<file path="config.mk">
export PLATFORM = sky130hd
export DESIGN_NAME = secded_decoder_engine
export DESIGN_NICKNAME = d
export VERILOG_FILES = /design/src/rtl/secded_decoder_engine_pkg.sv /design/src/rtl/secded_dec16.sv /design/src/rtl/secded_decoder_engine.sv
export SDC_FILE = /design/constraint.sdc
export NUM_CORES = 1
export LEC_CHECK = 0
export ABC_AREA = 1
export BUFFER_PORTS_ARGS = -buffer_cell sky130_fd_sc_hd__buf_4
export CAP_MARGIN = 20
export CORE_MARGIN = 1
export CORE_UTILIZATION = 50
export CTS_CLUSTER_SIZE = 40
export DETAILED_ROUTE_END_ITERATION = 6
export GPL_ROUTABILITY_DRIVEN = 0
export GPL_TIMING_DRIVEN = 0
export PLACE_DENSITY_LB_ADDON = 0.3
export SKIP_LAST_GASP = 1
export SLEW_MARGIN = 15
export SYNTH_ARGS = -nofsm -noshare
export SYNTH_HDL_FRONTEND = slang
export SYNTH_HIERARCHICAL = 1
export SYNTH_SLANG_ARGS = --single-unit
export TNS_END_PERCENT = 30
</file>
<file path="constraint.sdc">
create_clock -name clk -period 2.9 [get_ports clk]
set_input_delay 0.145 -clock clk [delete_from_list [all_inputs] [get_ports clk]]
set_output_delay 0.145 -clock clk [all_outputs]
set_load 0.05 [all_outputs]
</file>
<file path="src/rtl/secded_decoder_engine_pkg.sv">
// secded_pkg: codeword bit map, flag codes, engine states and result packing
package secded_pkg;
  localparam int P0 = 0, P1 = 1, P2 = 2, D1 = 3, P4 = 4, D2 = 5, D3 = 6, D4 = 7, P8 = 8;
  localparam int D5 = 9, D6 = 10, D7 = 11, D8 = 12, D9 = 13, D10 = 14, D11 = 15;
  localparam logic [1:0] FLG_NONE = 2'b00, FLG_SGL = 2'b01, FLG_DBL = 2'b10;
  typedef enum logic [2:0] {IDLE, RD_LO, RD_HI, CAP, DEC, WR_LO, WR_HI, DONE} state_t;
  function automatic logic [15:0] pack_result(input logic [11:1] d, input logic [1:0] f);
    return {f, 3'b000, d};
  endfunction
endpackage

</file>
<file path="src/rtl/secded_dec16.sv">
// secded_dec16: combinational SECDED decode of one 16-bit codeword
module secded_dec16
  import secded_pkg::*;
(
  input  logic [15:0] cw,
  output logic [11:1] data,
  output logic [1:0]  flags
);
  logic [3:0] s;
  logic q;
  logic [15:0] fix;
  always_comb begin
    s[0] = cw[P1] ^ cw[D1] ^ cw[D2] ^ cw[D4] ^ cw[D5] ^ cw[D7] ^ cw[D9] ^ cw[D11];
    s[1] = cw[P2] ^ cw[D1] ^ cw[D3] ^ cw[D4] ^ cw[D6] ^ cw[D7] ^ cw[D10] ^ cw[D11];
    s[2] = cw[P4] ^ cw[D2] ^ cw[D3] ^ cw[D4] ^ cw[D8] ^ cw[D9] ^ cw[D10] ^ cw[D11];
    s[3] = cw[P8] ^ cw[D5] ^ cw[D6] ^ cw[D7] ^ cw[D8] ^ cw[D9] ^ cw[D10] ^ cw[D11];
    q = cw[P0] ^ (^cw[15:1]);
    fix = cw ^ (q ? 16'd1 << s : 16'd0);
    data = {fix[D11], fix[D10], fix[D9], fix[D8], fix[D7], fix[D6], fix[D5],
            fix[D4], fix[D3], fix[D2], fix[D1]};
    flags = q ? FLG_SGL : (|s ? FLG_DBL : FLG_NONE);
  end
endmodule

</file>
<file path="src/rtl/secded_decoder_engine.sv">
// secded_decoder_engine: walks NUM_MSG codewords in memory, writes decoded data plus flags
module secded_decoder_engine
  import secded_pkg::*;
#(
  parameter int NUM_MSG  = 15,
  parameter int SRC_BASE = 30,
  parameter int DST_BASE = 0,
  parameter int AW       = 8
) (
  input  logic          clk,
  input  logic          reset,
  input  logic          start,
  output logic          done,
  output logic [AW-1:0] mem_addr,
  input  logic [7:0]    mem_rd_data,
  output logic          mem_wr_en,
  output logic [7:0]    mem_wr_data
);
  localparam int IW = NUM_MSG > 1 ? $clog2(NUM_MSG) : 1;
  state_t state, nxt;
  logic [IW-1:0] idx;
  logic [15:0] cw, res;
  logic [11:1] data;
  logic [1:0] flags;
  logic go, last;
  logic [AW-1:0] src, dst;
  secded_dec16 u_dec (.cw(cw), .data(data), .flags(flags));
  assign go = (state == IDLE || state == DONE) && start;
  assign last = idx == IW'(NUM_MSG - 1);
  assign src = AW'(SRC_BASE) + AW'({idx, 1'b0});
  assign dst = AW'(DST_BASE) + AW'({idx, 1'b0});
  always_comb begin
    nxt = state;
    case (state)
      IDLE, DONE: nxt = start ? RD_LO : state;
      RD_LO:      nxt = RD_HI;
      RD_HI:      nxt = CAP;
      CAP:        nxt = DEC;
      DEC:        nxt = WR_LO;
      WR_LO:      nxt = WR_HI;
      WR_HI:      nxt = last ? DONE : RD_LO;
      default:    nxt = IDLE;
    endcase
  end
  assign mem_wr_en = state == WR_LO || state == WR_HI;
  assign mem_addr = state == RD_LO ? src :
                    state == RD_HI ? src + AW'(1) :
                    state == WR_LO ? dst :
                    state == WR_HI ? dst + AW'(1) : '0;
  assign mem_wr_data = state == WR_LO ? res[7:0] : state == WR_HI ? res[15:8] : 8'h00;
  // done is registered, so it trails entry into DONE by one edge
  always_ff @(posedge clk) begin
    if (reset) begin
      state <= IDLE;
      idx <= '0;
      done <= 1'b0;
      cw <= '0;
      res <= '0;
    end else begin
      state <= nxt;
      done <= state == DONE && !start;
      if (go) idx <= '0;
      else if (state == WR_HI && !last) idx <= idx + 1'b1;
      if (state == RD_HI) cw[7:0] <= mem_rd_data;
      if (state == CAP) cw[15:8] <= mem_rd_data;
      if (state == DEC) res <= pack_result(data, flags);
    end
  end
endmodule
</file>
==> flow_summary.json, run 1 <==
{
  "outcome": "complete, but fails checks",
  "violations": "DRC",
  "synth-edff-count": 0,
  "crit_top_cell": "nand2_1",
  "max_stage_delay_ns": 0.47,
  "fin_tns_setup_ns": 0,
  "ys_dominant_reg_cell": "dfxtp_1",
  "row_count": 28,
  "power.density_nw_per_um2": 353,
  "fin_util_pct": 57.8,
  "path_max_fanout": 7,
  "mostFrequentLayoutCell": "nand2_1",
  "clk_pin_slew_ns": 0.08,
  "clkSinkCount": 37,
  "clock_latency_ns": 0.29,
  "cts.path.max_buffers": 2,
  "nFillCells": 605,
  "post_cts_buffers": 0,
  "root_buffer": "clkbuf_8",
  "routed_via_density": 5.07,
  "synth_warnings": 6,
  "instances_no_fill": 619,
  "place_hpwl_mm": 5.53,
  "grt_usage_pct": 24.0,
  "diodes": 0,
  "ant_nets": 0,
  "cp.buffers_inverters": 1,
  "final-hold-violation-count": 0,
  "min_period_ns": 2.07,
  "rsz0062_at_grt": "no",
  "antenna_found_initial": 0,
  "synth-seq-cells": 37,
  "ys_async_sr_fraction_pct": 0,
  "required_ns": 3.08,
  "max_freq_ghz": 0.484,
  "hold_buffers": 0,
  "portBuffers": 25,
  "hp-start": "mem_rd_data[1]",
  "cp_data_arrival_time_ns": 2.25,
  "worstSetupPathType": "flop to flop",
  "cts_resized": 0,
  "peakVddDrop_mv": 0.197,
  "grt_max_degree": 13,
  "nNetsFinal": 557,
  "finClkSkew_ns": 0.00473,
  "synthCells": 510,
  "syn2layout_area_growth_pct": 12.3,
  "leakage_nw": 1.70,
  "die_w_um": 79.9,
  "max_cap_violations": 0,
  "grt_pass1_vias": 2827,
  "critPathLaunch": "cw[13]$_SDFFE_PP0N_",
  "cts_buffers": 5,
  "crit_family": "simple AND/OR/NAND/NOR gates",
  "wl_mm": 7.01,
  "drtIter0Drc": 160,
  "seq_area_frac_synth_pct": 24.4,
  "initial_core_util_pct": 51.5,
  "period_share_pct": 71.3,
  "dpl.cell_count": 611,
  "vias": 3139,
  "min_path_type": "input pin to flop",
  "cp_cell_sequence": "inv_2, nand2_1, nand2_1, nand2_1, nand2_2, nand3_2, nand2_1, nand2_1, nand2_1, nor2_1, nand2_1, nand2_1, nand2_1, o21ai_0, a21oi_1",
  "avgSynthCellArea_um2": 5.95,
  "rr_startpoint": "cw[13]$_SDFFE_PP0N_",
  "mostFrequentLayoutCells": "nand2_1, nor2_1, inv_1",
  "end_kind": "flop",
  "post_drt_wl_per_cell_um": 11.3,
  "dieArea_um2": 6380,
  "drive_above_1_share_pct": 20.2,
  "setup_viol": 0,
  "grt_pass1_wl_mm": 12.0,
  "gr-total-overflow": 0,
  "cpMaxStageDelayCell": "dfxtp_1",
  "syn-cell-area_um2": 3030,
  "start_kind": "flop",
  "synth_cell_types": 32,
  "finalPower_mw": 1.20,
  "cts_tree": "yes",
  "die_y_um": 79.9,
  "io_pins": 29,
  "first_pass_iters": 7,
  "route.detailed.drc": 1,
  "htreeDepth": 2,
  "drv_slew": 0,
  "coreArea_um2": 5890
}
-- through the flow --
| step | worst slack [ns] | area [µm²] | hold WS (ns) |
|---|---|---|---|
| after floorplan | 1.02 | 3040 | 0.288 |
| after global placement | 0.894 | 3320 | 0.405 |
| after detailed placement | 0.850 | 3320 | 0.410 |
| after CTS | 0.836 | 3400 | 0.109 |
| after global routing | 0.569 | 3400 | 0.114 |
| final | 0.833 | 3400 | 0.108 |
-- kinds of logic (layout without fill, tap and decap cells) --
kind of cell	after synthesis	in the layout	share of synthesized area (%)
compound gates	52	52	8.83
xor+xnor	3	3	0.866
fa+ha+maj	3	3	1.24
buf+inv	81	114	14.2
flops	37	37	24.4
other cells	1	2	0.124
simple gates	333	333	50.4
-- state kept, by name (all words and copies together), names as in the netlist --
signal  cells
idx         4
res        13
state       3
cw         16
done        1
-- worst paths after layout --
check                        end  slack [ns]  cells after the start
max          res[1]$_SDFFE_PP0N_        0.83                     15
min           cw[9]$_SDFFE_PP0N_        0.11                      3
max reg2reg  res[1]$_SDFFE_PP0N_        0.83                     15
min reg2reg  res[7]$_SDFFE_PP0N_        0.45                      2
-- cell usage after synthesis (8+ instances only) --
cell type / n / area share, %
buf_6: 8 / 3.0
nand2_2: 13 / 2.7
nand3_1: 34 / 5.6
inv_1: 41 / 5.1
inv_2: 16 / 2.0
nand4_1: 9 / 1.9
nor2_1: 53 / 6.6
a21oi_1: 19 / 3.1
nand2_1: 201 / 25
o21ai_0: 29 / 4.8
dfxtp_1: 37 / 24
-- worst min-delay path, stage by stage --
cell     delay, ns
buf_4         0.08
o21ai_0       0.07
nor2_1        0.07
-- layout make-up --
class / instances / area, µm² / area share (%)
well taps: 75 / 93.8 / 2.76
multi-input cells: 393 / 1870 / 54.8
plain buffers: 18 / 170 / 5.00
flip-flops and latches: 37 / 741 / 21.8
repair buffers: 25 / 188 / 5.51
clock inverters: 3 / 17.5 / 0.515
inverters: 63 / 259 / 7.61
clock buffers: 5 / 68.8 / 2.02
-- power by group --
group	switching [mW]	internal [mW]
combinational	0.208	0.111
sequential	0.00780	0.516
clock	0.193	0.166
-- routing by layer --
layer	GRT usage (%)	up-vias	share of wire, %
met5	0	-	0
met4	9.11	0	2.1
met3	4.00	14	4.7
met2	40.3	80	47
met1	30.4	1396	47
li1	-	1649	-
Power figures use the tool's default switching activity.
==> run 2: changes to the inputs <==
==> constraint.sdc (replaced) <==
create_clock -name clk -period 1.7 [get_ports clk]
set_input_delay 0.085 -clock clk [delete_from_list [all_inputs] [get_ports clk]]
set_output_delay 0.085 -clock clk [all_outputs]
set_load 0.05 [all_outputs]
==> run 2 against run 1 <==
Effect of this change: the flow finishes with violations (DRC, setup timing); non-clock buffer count grew 13; cell count grew 2.1%; maximum frequency grew 7.3%; power grew 81%; clock skew is essentially flat; largest power group unchanged.
==> flow_summary.json, run 2 (same netlist as run 1, synthesis figures left out) <==
{
  "cts_buffers": 5,
  "violations": "DRC, setup timing",
  "cp_data_arrival_time_ns": 2.11,
  "wl_mm": 7.65,
  "die_y_um": 79.9,
  "diodes": 0,
  "max_stage_delay_ns": 0.36,
  "coreArea_um2": 5890,
  "top_regs": "cw x16, res x13, idx x4",
  "place_ws_ns": -0.350,
  "drive_above_1_share_pct": 31.1,
  "cpMaxStageDelayCell": "dfxtp_4",
  "crit_top_cell": "nand2_4",
  "worstReg2RegEnd": "res[4]$_SDFFE_PP0N_",
  "end_kind": "flop",
  "clkSinkCount": 37,
  "fin_ws_ns": -0.226,
  "grt_usage_pct": 25.3,
  "dieArea_um2": 6380,
  "instances_no_fill": 632,
  "grt_pass1_vias": 2896,
  "start_kind": "flop",
  "io_pins": 29,
  "clk_pin_slew_ns": 0.08,
  "drv_slew": 0,
  "outcome": "complete, but fails checks",
  "die_w_um": 79.9,
  "drt-met1-wl_mm": 3.34,
  "initial_core_util_pct": 51.5,
  "rrSetupSlack_ns": -0.23,
  "period_share_pct": 113,
  "finalPower_mw": 2.18,
  "worstSetupPathType": "flop to flop",
  "rsz0062_at_grt": "yes",
  "leakage_nw": 1.82,
  "drtIter0Drc": 178,
  "clock_latency_ns": 0.29,
  "peakVddDrop_mv": 0.331,
  "htreeDepth": 2,
  "row_count": 28,
  "setup_viol": 15,
  "top_register": "cw",
  "hp-start": "mem_rd_data[3]",
  "first_pass_iters": 7,
  "required_ns": 1.89,
  "dpl.cell_count": 611,
  "max_freq_ghz": 0.519,
  "syn2layout_area_growth_pct": 23.4,
  "post_drt_wl_per_cell_um": 12.1,
  "place_hpwl_mm": 5.53,
  "hold_path_end": "cw[3]$_SDFFE_PP0P_",
  "min_path_type": "input pin to flop",
  "rr_startpoint": "cw[15]$_SDFFE_PP0N_",
  "grt_max_degree": 13,
  "met2_length_mm": 3.73,
  "cts_tree": "yes",
  "power.density_nw_per_um2": 582,
  "cp_cell_sequence": "buf_8, nand2_4, inv_2, nor2_1, nand2_1, nand2_2, inv_2, nand2_4, nand2_4, nand2_4, inv_4, nor2_8, buf_4, nand3_1, nand2_1, nand2_1, o21ai_1, a21oi_1",
  "path_max_fanout": 7,
  "min_path_cells": 3,
  "vias": 3240,
  "cts.path.max_buffers": 2,
  "ant_nets": 0,
  "final-hold-violation-count": 0,
  "max_cap_violations": 0,
  "nNetsFinal": 570,
  "mostFrequentLayoutCells": "nand2_1, nor2_1, inv_1, buf_4, nand2_2",
  "mostFrequentLayoutCell": "nand2_1",
  "largest_reg_flops": 16,
  "crit_family": "simple AND/OR/NAND/NOR gates",
  "route.met3.wl_um": 402,
  "antenna_found_initial": 0,
  "routed_via_density": 5.13,
  "grt_pass1_wl_mm": 12.7,
  "portBuffers": 25,
  "finClkSkew_ns": 0.00502,
  "min_period_ns": 1.93,
  "root_buffer": "clkbuf_8",
  "cp.buffers_inverters": 5,
  "gr-total-overflow": 0,
  "route.detailed.drc": 1,
  "highest_layer": "met4",
  "reg2reg_depth": 18
}
-- run 2: worst max-delay path by stage --
stage,startpoint,to,slack (ns),cells past startpoint
3_5_place_dp,cw[13]$_SDFFE_PP0N_,res[1]$_SDFFE_PP0N_,-0.35,15
4_1_cts,cw[7]$_SDFFE_PP0P_,res[7]$_SDFFE_PP0N_,-0.21,17
2_1_floorplan,state[1]$_SDFFE_PP0P_,mem_wr_data[0],-0.12,4
3_3_place_gp,cw[6]$_SDFFE_PP0P_,res[2]$_SDFFE_PP0N_,-0.31,15
6_report,cw[15]$_SDFFE_PP0N_,res[4]$_SDFFE_PP0N_,-0.23,18
5_1_grt,cw[9]$_SDFFE_PP0N_,res[10]$_SDFFE_PP0N_,-0.35,15
-- run 2: routing by layer --
metal  global-route usage (%)  vias up
li1                         -     1679
met1                     31.7     1444
met2                     44.0       98
met3                     3.77       19
met4                     8.57        0
met5                        0        -
-- run 2: where the power goes --
| group | switching, mW | leakage, nW | internal [mW] |
|---|---|---|---|
| clock | 0.333 | 0.0439 | 0.283 |
| sequential | 0.0150 | 0.307 | 0.875 |
| combinational | 0.417 | 1.47 | 0.255 |
-- run 2: worst register-to-register path, delay by kind of cell (launching register included) --
kind                   cells  cell delay [ns]
DFF                        1             0.36
and+or+nand+nor           11             0.86
AOI/OAI and AO/OA          2             0.22
buffers and inverters      5             0.39
-- run 2: timing repair --
| item | 4_1_cts | 5_1_grt |
|---|---|---|
| cloned | 1 | 0 |
| hold buffers | 0 | 0 |
| endpoints found under the setup margin | 15 | 16 |
| resized for setup | 45 | 41 |
| buffers inserted | 10 | 4 |
| pin swaps | 26 | 24 |
-- run 2: layout make-up --
class | instances | area (µm²)
flip-flops and latches | 37 | 768
plain buffers | 17 | 169
repair buffers | 39 | 313
clock buffers | 5 | 68.8
inverters | 63 | 272
well taps | 75 | 93.8
multi-input cells | 393 | 2040
fillers | 549 | 2140
clock inverters | 3 | 17.5
-- run 2: metrics by stage --
stage	util (%)	hold WS [ns]	area, µm²	setup TNS [ns]
final	63.6	0.0407	3740	-2.28
after global routing	63.6	0.0481	3740	-4.45
after CTS	61.4	0.0444	3610	-2.43
after detailed placement	56.4	0.350	3320	-3.68
after global placement	56.4	0.345	3320	-3.03
after floorplan	-	0.228	3040	-0.622
